### src/rtl/uart_pkg.sv
// Shared UART frame constants and state encoding for the transmitter and receiver.
// UART_TX_PARITY_EN adds the PARITY state between DATA and STOP.
package uart_pkg;

  localparam int unsigned DEF_CLK_FREQ = 50_000_000;
  localparam int unsigned DEF_BAUD     = 9600;
  localparam int unsigned DATA_BITS    = 8;

  typedef enum logic [2:0] {
    ST_IDLE   = 3'd0,
    ST_START  = 3'd1,
    ST_DATA   = 3'd2,
`ifdef UART_TX_PARITY_EN
    ST_PARITY = 3'd3,
`endif
    ST_STOP   = 3'd4
  } uart_state_e;

endpackage

### src/rtl/uart_baud_gen.sv
// Bit-period counter: counts 0..CNT_MAX-1 while enabled, pulses tc on the last count.
// Holds at zero whenever disabled so every frame starts on a full bit.
module uart_baud_gen #(
  parameter int unsigned CNT_MAX = 5208
) (
  input  logic sys_clk,
  input  logic sys_rst_n,
  input  logic en,
  output logic tc
);

  localparam int unsigned CNT_W = (CNT_MAX > 1) ? $clog2(CNT_MAX) : 1;

  logic [CNT_W-1:0] cnt_q, cnt_d;

  always_comb begin
    tc    = en && (cnt_q == CNT_W'(CNT_MAX - 1));
    cnt_d = cnt_q;
    if (!en || tc) cnt_d = '0;
    else           cnt_d = cnt_q + CNT_W'(1);
  end

  always_ff @(posedge sys_clk or negedge sys_rst_n) begin
    if (!sys_rst_n) cnt_q <= '0;
    else            cnt_q <= cnt_d;
  end

endmodule

### src/rtl/uart_tx.sv
// 8N1 UART transmitter, LSB first; tx, tx_busy and tx_done are all flop outputs.
// Define UART_TX_PARITY_EN for an extra parity bit (even, or odd with PARITY_ODD=1).
module uart_tx
  import uart_pkg::*;
#(
  parameter int unsigned CLK_FREQ = DEF_CLK_FREQ,
  parameter int unsigned BAUD     = DEF_BAUD
`ifdef UART_TX_PARITY_EN
  ,
  parameter bit          PARITY_ODD = 1'b0
`endif
) (
  input  logic       sys_clk,
  input  logic       sys_rst_n,
  input  logic [7:0] in_data,
  input  logic       in_flag,
  output logic       tx,
  output logic       tx_busy,
  output logic       tx_done
);

  // Derived, not a parameter, so it always tracks CLK_FREQ/BAUD.
  localparam int unsigned BAUD_CNT_MAX = CLK_FREQ / BAUD;
  localparam int unsigned BIT_W        = $clog2(DATA_BITS);

  uart_state_e          state_q, state_d;
  logic [DATA_BITS-1:0] shift_q, shift_d;
  logic [BIT_W-1:0]     bit_cnt_q, bit_cnt_d;
  logic                 tx_q, tx_d;
  logic                 busy_q, busy_d;
  logic                 done_q, done_d;
  logic                 bit_tc;
`ifdef UART_TX_PARITY_EN
  logic                 parity_q, parity_d;
`endif

  uart_baud_gen #(
    .CNT_MAX(BAUD_CNT_MAX)
  ) u_baud_gen (
    .sys_clk  (sys_clk),
    .sys_rst_n(sys_rst_n),
    .en       (state_q != ST_IDLE),
    .tc       (bit_tc)
  );

  always_comb begin
    state_d   = state_q;
    shift_d   = shift_q;
    bit_cnt_d = bit_cnt_q;
    tx_d      = tx_q;
    busy_d    = busy_q;
    done_d    = 1'b0;
`ifdef UART_TX_PARITY_EN
    parity_d  = parity_q;
`endif
    case (state_q)
      ST_IDLE: begin
        if (in_flag) begin
          shift_d   = in_data;
          bit_cnt_d = '0;
          tx_d      = 1'b0;
          busy_d    = 1'b1;
          state_d   = ST_START;
`ifdef UART_TX_PARITY_EN
          parity_d  = (^in_data) ^ PARITY_ODD;
`endif
        end
      end
      ST_START: begin
        if (bit_tc) begin
          tx_d    = shift_q[0];
          state_d = ST_DATA;
        end
      end
      // tx is registered, so it loads the bit the shifted register will expose next.
      ST_DATA: begin
        if (bit_tc) begin
          if (bit_cnt_q == BIT_W'(DATA_BITS - 1)) begin
`ifdef UART_TX_PARITY_EN
            tx_d    = parity_q;
            state_d = ST_PARITY;
`else
            tx_d    = 1'b1;
            state_d = ST_STOP;
`endif
          end else begin
            shift_d   = shift_q >> 1;
            tx_d      = shift_q[1];
            bit_cnt_d = bit_cnt_q + BIT_W'(1);
          end
        end
      end
`ifdef UART_TX_PARITY_EN
      ST_PARITY: begin
        if (bit_tc) begin
          tx_d    = 1'b1;
          state_d = ST_STOP;
        end
      end
`endif
      ST_STOP: begin
        if (bit_tc) begin
          busy_d  = 1'b0;
          done_d  = 1'b1;
          state_d = ST_IDLE;
        end
      end
      default: begin
        tx_d    = 1'b1;
        busy_d  = 1'b0;
        state_d = ST_IDLE;
      end
    endcase
  end

  always_ff @(posedge sys_clk or negedge sys_rst_n) begin
    if (!sys_rst_n) begin
      state_q   <= ST_IDLE;
      shift_q   <= '0;
      bit_cnt_q <= '0;
      tx_q      <= 1'b1;
      busy_q    <= 1'b0;
      done_q    <= 1'b0;
`ifdef UART_TX_PARITY_EN
      parity_q  <= 1'b0;
`endif
    end else begin
      state_q   <= state_d;
      shift_q   <= shift_d;
      bit_cnt_q <= bit_cnt_d;
      tx_q      <= tx_d;
      busy_q    <= busy_d;
      done_q    <= done_d;
`ifdef UART_TX_PARITY_EN
      parity_q  <= parity_d;
`endif
    end
  end

  assign tx      = tx_q;
  assign tx_busy = busy_q;
  assign tx_done = done_q;

endmodule

### config.mk
export PLATFORM = sky130hd
export DESIGN_NAME = uart_tx
export DESIGN_NICKNAME = d
export VERILOG_FILES = /design/src/rtl/uart_pkg.sv /design/src/rtl/uart_baud_gen.sv /design/src/rtl/uart_tx.sv
export SDC_FILE = /design/constraint.sdc
export NUM_CORES = 1
export LEC_CHECK = 0
export ABC_AREA = 0
export ABC_CLOCK_PERIOD_IN_PS = 6800
export CORE_MARGIN = 2
export CORE_UTILIZATION = 61
export CTS_CLUSTER_SIZE = 28
export DETAILED_ROUTE_END_ITERATION = 8
export GPL_ROUTABILITY_DRIVEN = 0
export PLACE_DENSITY = 0.89
export SYNTH_ARGS = -nofsm -noshare
export SYNTH_HDL_FRONTEND = slang
export SYNTH_SLANG_ARGS = --single-unit
export TNS_END_PERCENT = 100
### constraint.sdc
create_clock -name sys_clk -period 6.8 [get_ports sys_clk]
set_input_delay 1.36 -clock sys_clk [delete_from_list [all_inputs] [get_ports sys_clk]]
set_output_delay 1.36 -clock sys_clk [all_outputs]
set_load 0.05 [all_outputs]
Yosys cells after proc, flatten, opt, wreduce, memory -nomap -nowiden
Cells that the tools add are included.
Operators by class
  $add $sub $neg: 2
  multiply operators: 0
  div/mod/pow operators: 0
  $lt $le $gt $ge: 0
  equality and inequality tests: 11
  shifts and indexed selects: 0
  muxes and demuxes: 25
  bitwise operators: 2
  reduce and logical (&&, ||, !) cells: 11
Operators by type and width (count)
  3-bit 2-to-1 mux: 8
  8-bit 2-to-1 mux: 3
  8-bit one-hot mux with 2 select lines: 1
  13-bit by 1-bit adder with 13-bit output (second input constant): 1
  13-bit equality test (second input constant): 1
  13-bit 2-to-1 mux: 1
  2-bit inequality test (second input constant): 6
  3-bit one-hot mux with 4 select lines: 1
  1-bit 2-to-1 mux: 8
  4-bit AND reduction: 2
  3-bit equality test (second input constant): 2
  3-bit one-hot mux with 2 select lines: 1
  5-bit AND reduction: 1
  1-bit one-hot mux with 4 select lines: 1
  3-bit by 1-bit adder with 3-bit output (second input constant): 1
  3-bit by 1-bit equality test with 1-bit output (second input constant): 1
  3-bit by 2-bit equality test with 1-bit output (second input constant): 1
  3-bit zero test: 1
  1-bit one-hot mux with 3 select lines: 1
  3-bit AND reduction: 1
  3-bit nonzero test: 1
  1-bit inverter: 2
  2-bit nonzero test: 1
  2-bit OR reduction: 1
  3 further kinds: 3
Word-level totals
  bits in registers: 30
  latch bits: 0
  bits in writable memories: 0
  ROM bits: 0
  bits of input ports: 11
  output and inout port bits: 3
  memories kept: 0

Logic depth before layout (Yosys ltp)
Gate-level depths: netlist (run 1).
  depth in word-level cells: 4
  gate-level depth with buffers: 6
  gate-level depth less buffers: 5

Cells and area by module
Synthesis (run 1) repeated with hierarchy kept, for this count alone.
Unflattened totals
  cells, all modules: 158
  area total of the unflattened synthesis: 1555.2 sq um
Modules (own cells, without submodules)
  uart_tx: instances 1, cells an instance 89, area an instance 887.1 sq um, seq. area each 426.7 sq um
  uart_baud_gen: instances 1, cells an instance 69, area an instance 668.1 sq um, seq. area each 325.3 sq um

Least setup slack after synthesis (run 1)
Ideal clock, no wire load.
  path type: input port to flip-flop
  from: input port in_flag
  to: register bit_cnt_q[1]
  setup time: 0.125 ns
  arrival time: 2.554 ns
  slack: 4.121 ns
  stages on the path: 4
  path buffers: 1
  path through: or4b_2 o31ai_4 buf_12 mux2_4
On the way
  longest elaborated chain between the ends: 2
RTL lines
  from (decl): line uart_tx.sv:16  | input logic in_flag,
  2-bit inequality test (no line)
  4-bit AND reduction (no line)
  to (signal assigned): line uart_tx.sv:130  | bit_cnt_q <= bit_cnt_d;
  to (decl): line uart_tx.sv:28  | logic [BIT_W-1:0] bit_cnt_q, bit_cnt_d;
No other way between the ends.
A chain may end at the register's enable or synchronous reset.

Worst setup path in the final report (run 1)
  from: register tx_q, in the netlist tx
  to: output port tx
RTL lines
  from (decl): line uart_tx.sv:29  | logic tx_q, tx_d;
  from (signal assigned): line uart_tx.sv:131  | tx_q <= tx_d;
  to (decl): line uart_tx.sv:17  | output logic tx,
No word-level cell between the ends.

==> results of run 1 <==
## registers in the layout (all words and copies together), names as in the netlist
name	flops
shift_q	8
state_q	3
u_baud_gen.cnt_q	13
tx_done	1
bit_cnt_q	3
tx_busy	1
tx	1
## synthesized netlist by cell type, drive strengths merged, types with 4 or more instances
| master | count | area, µm² |
|---|---|---|
| nand4 | 5 | 31.28 |
| nand2 | 6 | 22.52 |
| nor3 | 8 | 40.04 |
| clkbuf | 4 | 15.01 |
| xnor2 | 7 | 61.31 |
| mux2 | 18 | 236.5 |
| nand3 | 4 | 20.02 |
| dfrtp | 29 | 725.7 |
| and3 | 5 | 31.28 |
| nor2 | 18 | 67.56 |
| a21oi | 5 | 25.02 |
## per-layer routing
layer / global-route usage (%) / wire length (µm) / vias up
li1: - / - / 531
met1: 25.26 / 1287 / 521
met2: 36.31 / 1404 / 23
met3: 5.645 / 111 / 7
met4: 13.41 / 57 / 0
met5: 0 / 0 / -
## power groups by stage
stage	logic (mW)	registers [mW]	clock network (mW)
floorplan	0.0646	0.227	0
global placement	0.0692	0.236	0
detailed placement	0.0743	0.237	0
CTS	0.0742	0.234	0.114
global route	0.0812	0.238	0.122
finish	0.0728	0.235	0.112
## layout make-up
type / count / share of cell area, %
Timing Repair Buffer: 14 / 7.730
Tap cell: 30 / 2.108
Sequential cell: 30 / 42.23
Multi-Input combinational cell: 102 / 43.92
Clock buffer: 7 / 3.092
Inverter: 3 / 0.6325
Clock inverter: 1 / 0.2811
## path summary, 6_finish.rpt
check	start	endpoint	depth (start not counted)
max	tx	tx	1
min	u_baud_gen.cnt_q[0]	u_baud_gen.cnt_q[0]	1
max reg2reg	u_baud_gen.cnt_q[7]	bit_cnt_q[0]	4
min reg2reg	u_baud_gen.cnt_q[0]	u_baud_gen.cnt_q[0]	1
max in group asynchronous	sys_rst_n	tx	2
min in group asynchronous	sys_rst_n	state_q[2]	2
## logic make-up after synthesis
kind of cell | count (synthesis) | share of synthesized area (%)
AO/OA/AOI/OAI | 12 | 5.329
XOR/XNOR | 9 | 4.938
adder cells (fa/ha/maj) | 4 | 2.978
buffers and inverters | 10 | 3.918
flip-flops | 30 | 47.10
multiplexers | 21 | 16.69
AND/OR/NAND/NOR | 56 | 19.04
## stage by stage
stage / power, mW / utilization [%] / worst slack, ns / cells / hold slack, ns
after floorplan: 0.2921 / - / 4.121 / 142 / 0.4251
after global placement: 0.3053 / 69.44 / 3.563 / 179 / 0.4396
after detailed placement: 0.3112 / 69.44 / 3.546 / 179 / 0.4444
after CTS: 0.4223 / 71.87 / 3.773 / 187 / 0.4569
after global routing: 0.4417 / 71.87 / 3.734 / 187 / 0.4975
final: 0.4198 / 71.87 / 3.782 / 187 / 0.4555
==> impl_metrics.yaml, run 1 <==
layout:
  drive_gt1_share_pct: 21.02
  fin_area_um2: 1780
  regArea_um2: 752.0
  fill_cells: 178
  area_growth_syn_to_layout_pct: 11.52
  layout_commonest_cell: "dfrtp_1"
  layout.nets: 170
  layout.cells.most_common_list: "dfrtp_1, nor2_1, clkdlybuf4s50_1"
  multi_input_area_um2: 782.0
  n_antenna_cell: 0
placed_design:
  port_buffers: 13
  place_hpwl_um: 1945
  detailed_place.area_um2: 1720
critical_path:
  crit_chain: "clkdlybuf4s50_1"
  cp-end-kind: "primary output"
  criticalPathCategory: "reg -> out"
  cp-start-kind: "flop"
  crit_buf_inv: 1
  crit_family: "buffers and inverters"
  critical-path-max-stage-delay_ns: 0.80
  critPathSlowestCell: "clkdlybuf4s50_1"
  cp.required_ns: 5.44
  rrSetupSlack_ns: 4.18
  cp_max_fo: 2
  cp_data_arrival_time_ns: 1.66
drt:
  wl_per_cell_um: 15.30
  postRouteWirelength_um: 2861
  drt-vias-per-instance: 5.786
  vias: 1082
  ant_nets: 0
  drt_iter0_drc: 29
  dr.pass1.iters: 4
  drc: 0
run_status:
  status: "complete, no violations"
synth:
  yosys_warnings: 0
  synth-main-ff-cell: "dfrtp_1"
  ys_seq_area_share_pct: 47.10
  synth_area_um2: 1597
  synthArstFlopShare_pct: 100.0
  synth_seq_cells: 30
  syn-mean-instance-area_um2: 11.24
  synth-edff-count: 0
  post_synth_num_cell_types: 34
  syn_inst: 142
  syn-num-nets: 156
timing:
  hold_viol_final: 0
  layout_min_cycle_time_ns: 3.018
  relSlewSlack_pct: 50.14
  setup_viol: 0
  timing_worst_slew_pin_value_ns: 0.7480
  fin_tns_setup_ns: 0
  finClkSkew_ns: 0.01362
  fmax_mhz: 331.4
  rsz0062_at_grt: "false"
  report.final.slew_viol_count: 0
  min_period_over_period_pct: 44.38
grt:
  grt_overflow_total: 0
  antenna_found_initial: 0
  grt_usage_pct: 21.91
  grt_pass1_wl_um: 4505
  grt_max_degree: 31
  grt_pass1_vias: 1049
die:
  io_pins: 14
  die_height_um: 55.16
  coreArea_um2: 2477
  placementRows: 18
  die-area_um2: 3043
  initial_core_util_pct: 64.44
  die_x_um: 55.16
cts:
  clockBufferDepth: 2
  cts_resized: 0
  clock-root-buffer: "clkbuf_4"
  clk_pin_slew_ns: 0.09
  numCtsBuffers: 5
  cts_tree: "yes"
  cts_sinks: 30
  postCtsSetupRepairBufs: 0
  cts_hold_buf: 0
  cts-htree-levels: 2
  clk_latency_ns: 0.34
power:
  combPwrFrac_pct: 17.3
  switching_share_pct: 29.51
  p_leak_nw: 0.8088
  powerDensity_nw_per_um2: 235.8
  p_seq_share_pct: 56.0
  power.switching_uw: 123.9
  peakVddDrop_mv: 0.1917
  pwr-share-clk_pct: 26.7
  internal_power_uw: 295.9
job:
  drv_cap: 0
worst_hold_path:
  hold_class: "reg -> reg"
No activity file was read; power rests on OpenSTA's default activity.
==> run 2, diff against run 1 <==
--- a/config.mk
+++ b/config.mk
@@ -6,13 +6,13 @@
 export NUM_CORES = 1
 export LEC_CHECK = 0
 export ABC_AREA = 0
-export ABC_CLOCK_PERIOD_IN_PS = 6800
+export ABC_CLOCK_PERIOD_IN_PS = 2500
 export CORE_MARGIN = 2
-export CORE_UTILIZATION = 61
+export CORE_UTILIZATION = 51
 export CTS_CLUSTER_SIZE = 28
 export DETAILED_ROUTE_END_ITERATION = 8
 export GPL_ROUTABILITY_DRIVEN = 0
-export PLACE_DENSITY = 0.89
+export PLACE_DENSITY = 0.8
 export SYNTH_ARGS = -nofsm -noshare
 export SYNTH_HDL_FRONTEND = slang
 export SYNTH_SLANG_ARGS = --single-unit
==> constraint.sdc (replaced) <==
create_clock -name sys_clk -period 2.5 [get_ports sys_clk]
set_input_delay 0.5 -clock sys_clk [delete_from_list [all_inputs] [get_ports sys_clk]]
set_output_delay 0.5 -clock sys_clk [all_outputs]
set_load 0.05 [all_outputs]
==> run 2 against run 1 <==
Effect of this change: register-to-register slack got worse by 3.9 ns; sequential cell count did not move; worst setup slack got worse by 3.5 ns; largest cell class unchanged; clock power rose to 3.2 times the previous value; clock-buffer cell count rose by 1; first-iteration DRC count rose by 52%; sequential power rose to 2.6 times the previous value.
==> impl_metrics.yaml, run 2 (synthesized netlist as in run 1, its figures left out) <==
run_status:
  status: "complete, no violations"
die:
  die_x_um: 59.95
  die_height_um: 59.95
  initial_core_util_pct: 53.17
  die-area_um2: 3594
  io_pins: 14
  placementRows: 20
  coreArea_um2: 3003
cts:
  cts-htree-levels: 2
  clock-root-buffer: "clkbuf_4"
  numCtsBuffers: 5
  clk_pin_slew_ns: 0.09
  cts_hold_buf: 0
  cts_resized: 0
  clk_latency_ns: 0.33
  postCtsSetupRepairBufs: 1
  cts_sinks: 30
  clockBufferDepth: 2
  cts_tree: "yes"
layout:
  drive_gt1_share_pct: 25.00
  layout_commonest_cell: "dfrtp_1"
  layout.nets: 177
  fin_cells: 197
  layout.cells.most_common_list: "dfrtp_1, nor2_1, clkdlybuf4s50_1"
  reg_top3: "u_baud_gen.cnt_q x13, shift_q x8"
  area_growth_syn_to_layout_pct: 17.01
  n_antenna_cell: 0
  fin_area_um2: 1868
  largest_reg_flops: 13
  top_register: "u_baud_gen.cnt_q"
timing:
  min_period_over_period_pct: 88.93
  layout_min_cycle_time_ns: 2.223
  report.final.slew_viol_count: 0
  hold_viol_final: 0
  finClkSkew_ns: 0.004535
  relSlewSlack_pct: 67.01
  fin_tns_setup_ns: 0
  setup_viol: 0
  setup_ws_ns: 0.2767
  fmax_mhz: 449.8
  rsz0062_at_grt: "false"
  timing_worst_slew_pin_value_ns: 0.4933
grt:
  grt_pass1_wl_um: 4857
  grt_usage_pct: 18.74
  grt_max_degree: 31
  antenna_found_initial: 0
  grt_overflow_total: 0
  grt_pass1_vias: 1104
drt:
  postRouteWirelength_um: 2821
  drc: 0
  drt_iter0_drc: 44
  vias: 1113
  drt-vias-per-instance: 5.650
  wl_per_cell_um: 14.32
  ant_nets: 0
  dr.pass1.iters: 4
power:
  peakVddDrop_mv: 0.5615
  combPwrFrac_pct: 20.0
  switching_share_pct: 27.46
  power.switching_uw: 333.9
  p_leak_nw: 0.8550
  powerDensity_nw_per_um2: 650.8
  internal_power_uw: 881.8
  p_seq_share_pct: 50.8
  pwr-share-clk_pct: 29.2
critical_path:
  cp_max_fo: 11
  criticalPathCategory: "reg -> reg"
  cp-start-kind: "flop"
  cp_data_arrival_time_ns: 2.44
  cp-end-kind: "flop"
  cp.required_ns: 2.72
placed_design:
  port_buffers: 13
  detailed_place.area_um2: 1769
  pre_cts_ws_ns: -0.07318
  place_hpwl_um: 2031
  placed_cells: 188
job:
  drv_cap: 0
worst_hold_path:
  hold_class: "reg -> reg"
-- run 2: changes by cell type in the layout (fill, tap and decap cells not counted), sizes merged --
| cell | before | now |
|---|---|---|
| buf | 1 | 8 |
| clkbuf | 7 | 8 |
| clkinv | 1 | 0 |
-- run 2: final timing paths --
kind / cells past startpoint / to / slack [ns] / startpoint
setup / recovery: 5 / bit_cnt_q[0] / 0.28 / u_baud_gen.cnt_q[7]
hold / removal: 1 / u_baud_gen.cnt_q[0] / 0.46 / u_baud_gen.cnt_q[0]
setup reg to reg: 5 / bit_cnt_q[0] / 0.28 / u_baud_gen.cnt_q[7]
hold reg to reg: 1 / u_baud_gen.cnt_q[0] / 0.46 / u_baud_gen.cnt_q[0]
max in group asynchronous: 2 / tx / 1.65 / sys_rst_n
min in group asynchronous: 2 / shift_q[1] / 0.55 / sys_rst_n
-- run 2: cell type report --
class | count | area, µm²
fillers | 247 | 1135
multi-input cells | 102 | 782.0
flip-flops and latches | 30 | 752.0
repair buffers | 21 | 202.7
clock buffers | 8 | 78.83
well taps | 33 | 41.29
inverters | 3 | 11.26
-- run 2: layer usage --
metal / up-vias / share of wire [%] / track usage (%)
met4: 0 / 1.1 / 6.984
met3: 3 / 6.3 / 5.844
met5: - / 0 / 0
met1: 533 / 41 / 22.38
met2: 37 / 52 / 31.52
li1: 540 / - / -
-- run 2: power by group through the flow --
| stage | Clock [mW] | Combinational (mW) | Sequential (mW) |
|---|---|---|---|
| after global placement | 0 | 0.232 | 0.625 |
| after CTS | 0.369 | 0.246 | 0.618 |
| after floorplan | 0 | 0.176 | 0.619 |
| final | 0.355 | 0.243 | 0.618 |
| after global routing | 0.384 | 0.275 | 0.626 |
| after detailed placement | 0 | 0.245 | 0.628 |
-- run 2: critical path, cell delays in order, from the launching register on --
cell	delay [ns]
dfrtp_1	0.42
or4b_4	0.56
or3_4	0.40
o31ai_4	0.22
buf_12	0.18
mux2_2	0.34
-- run 2: stage by stage --
stage	hold WS [ns]	utilization (%)	power, mW
floorplan	0.2044	-	0.7946
global placement	0.4396	58.92	0.8568
detailed placement	0.4585	58.92	0.8726
CTS	0.4723	62.21	1.233
global route	0.4774	62.21	1.285
finish	0.4639	62.21	1.216
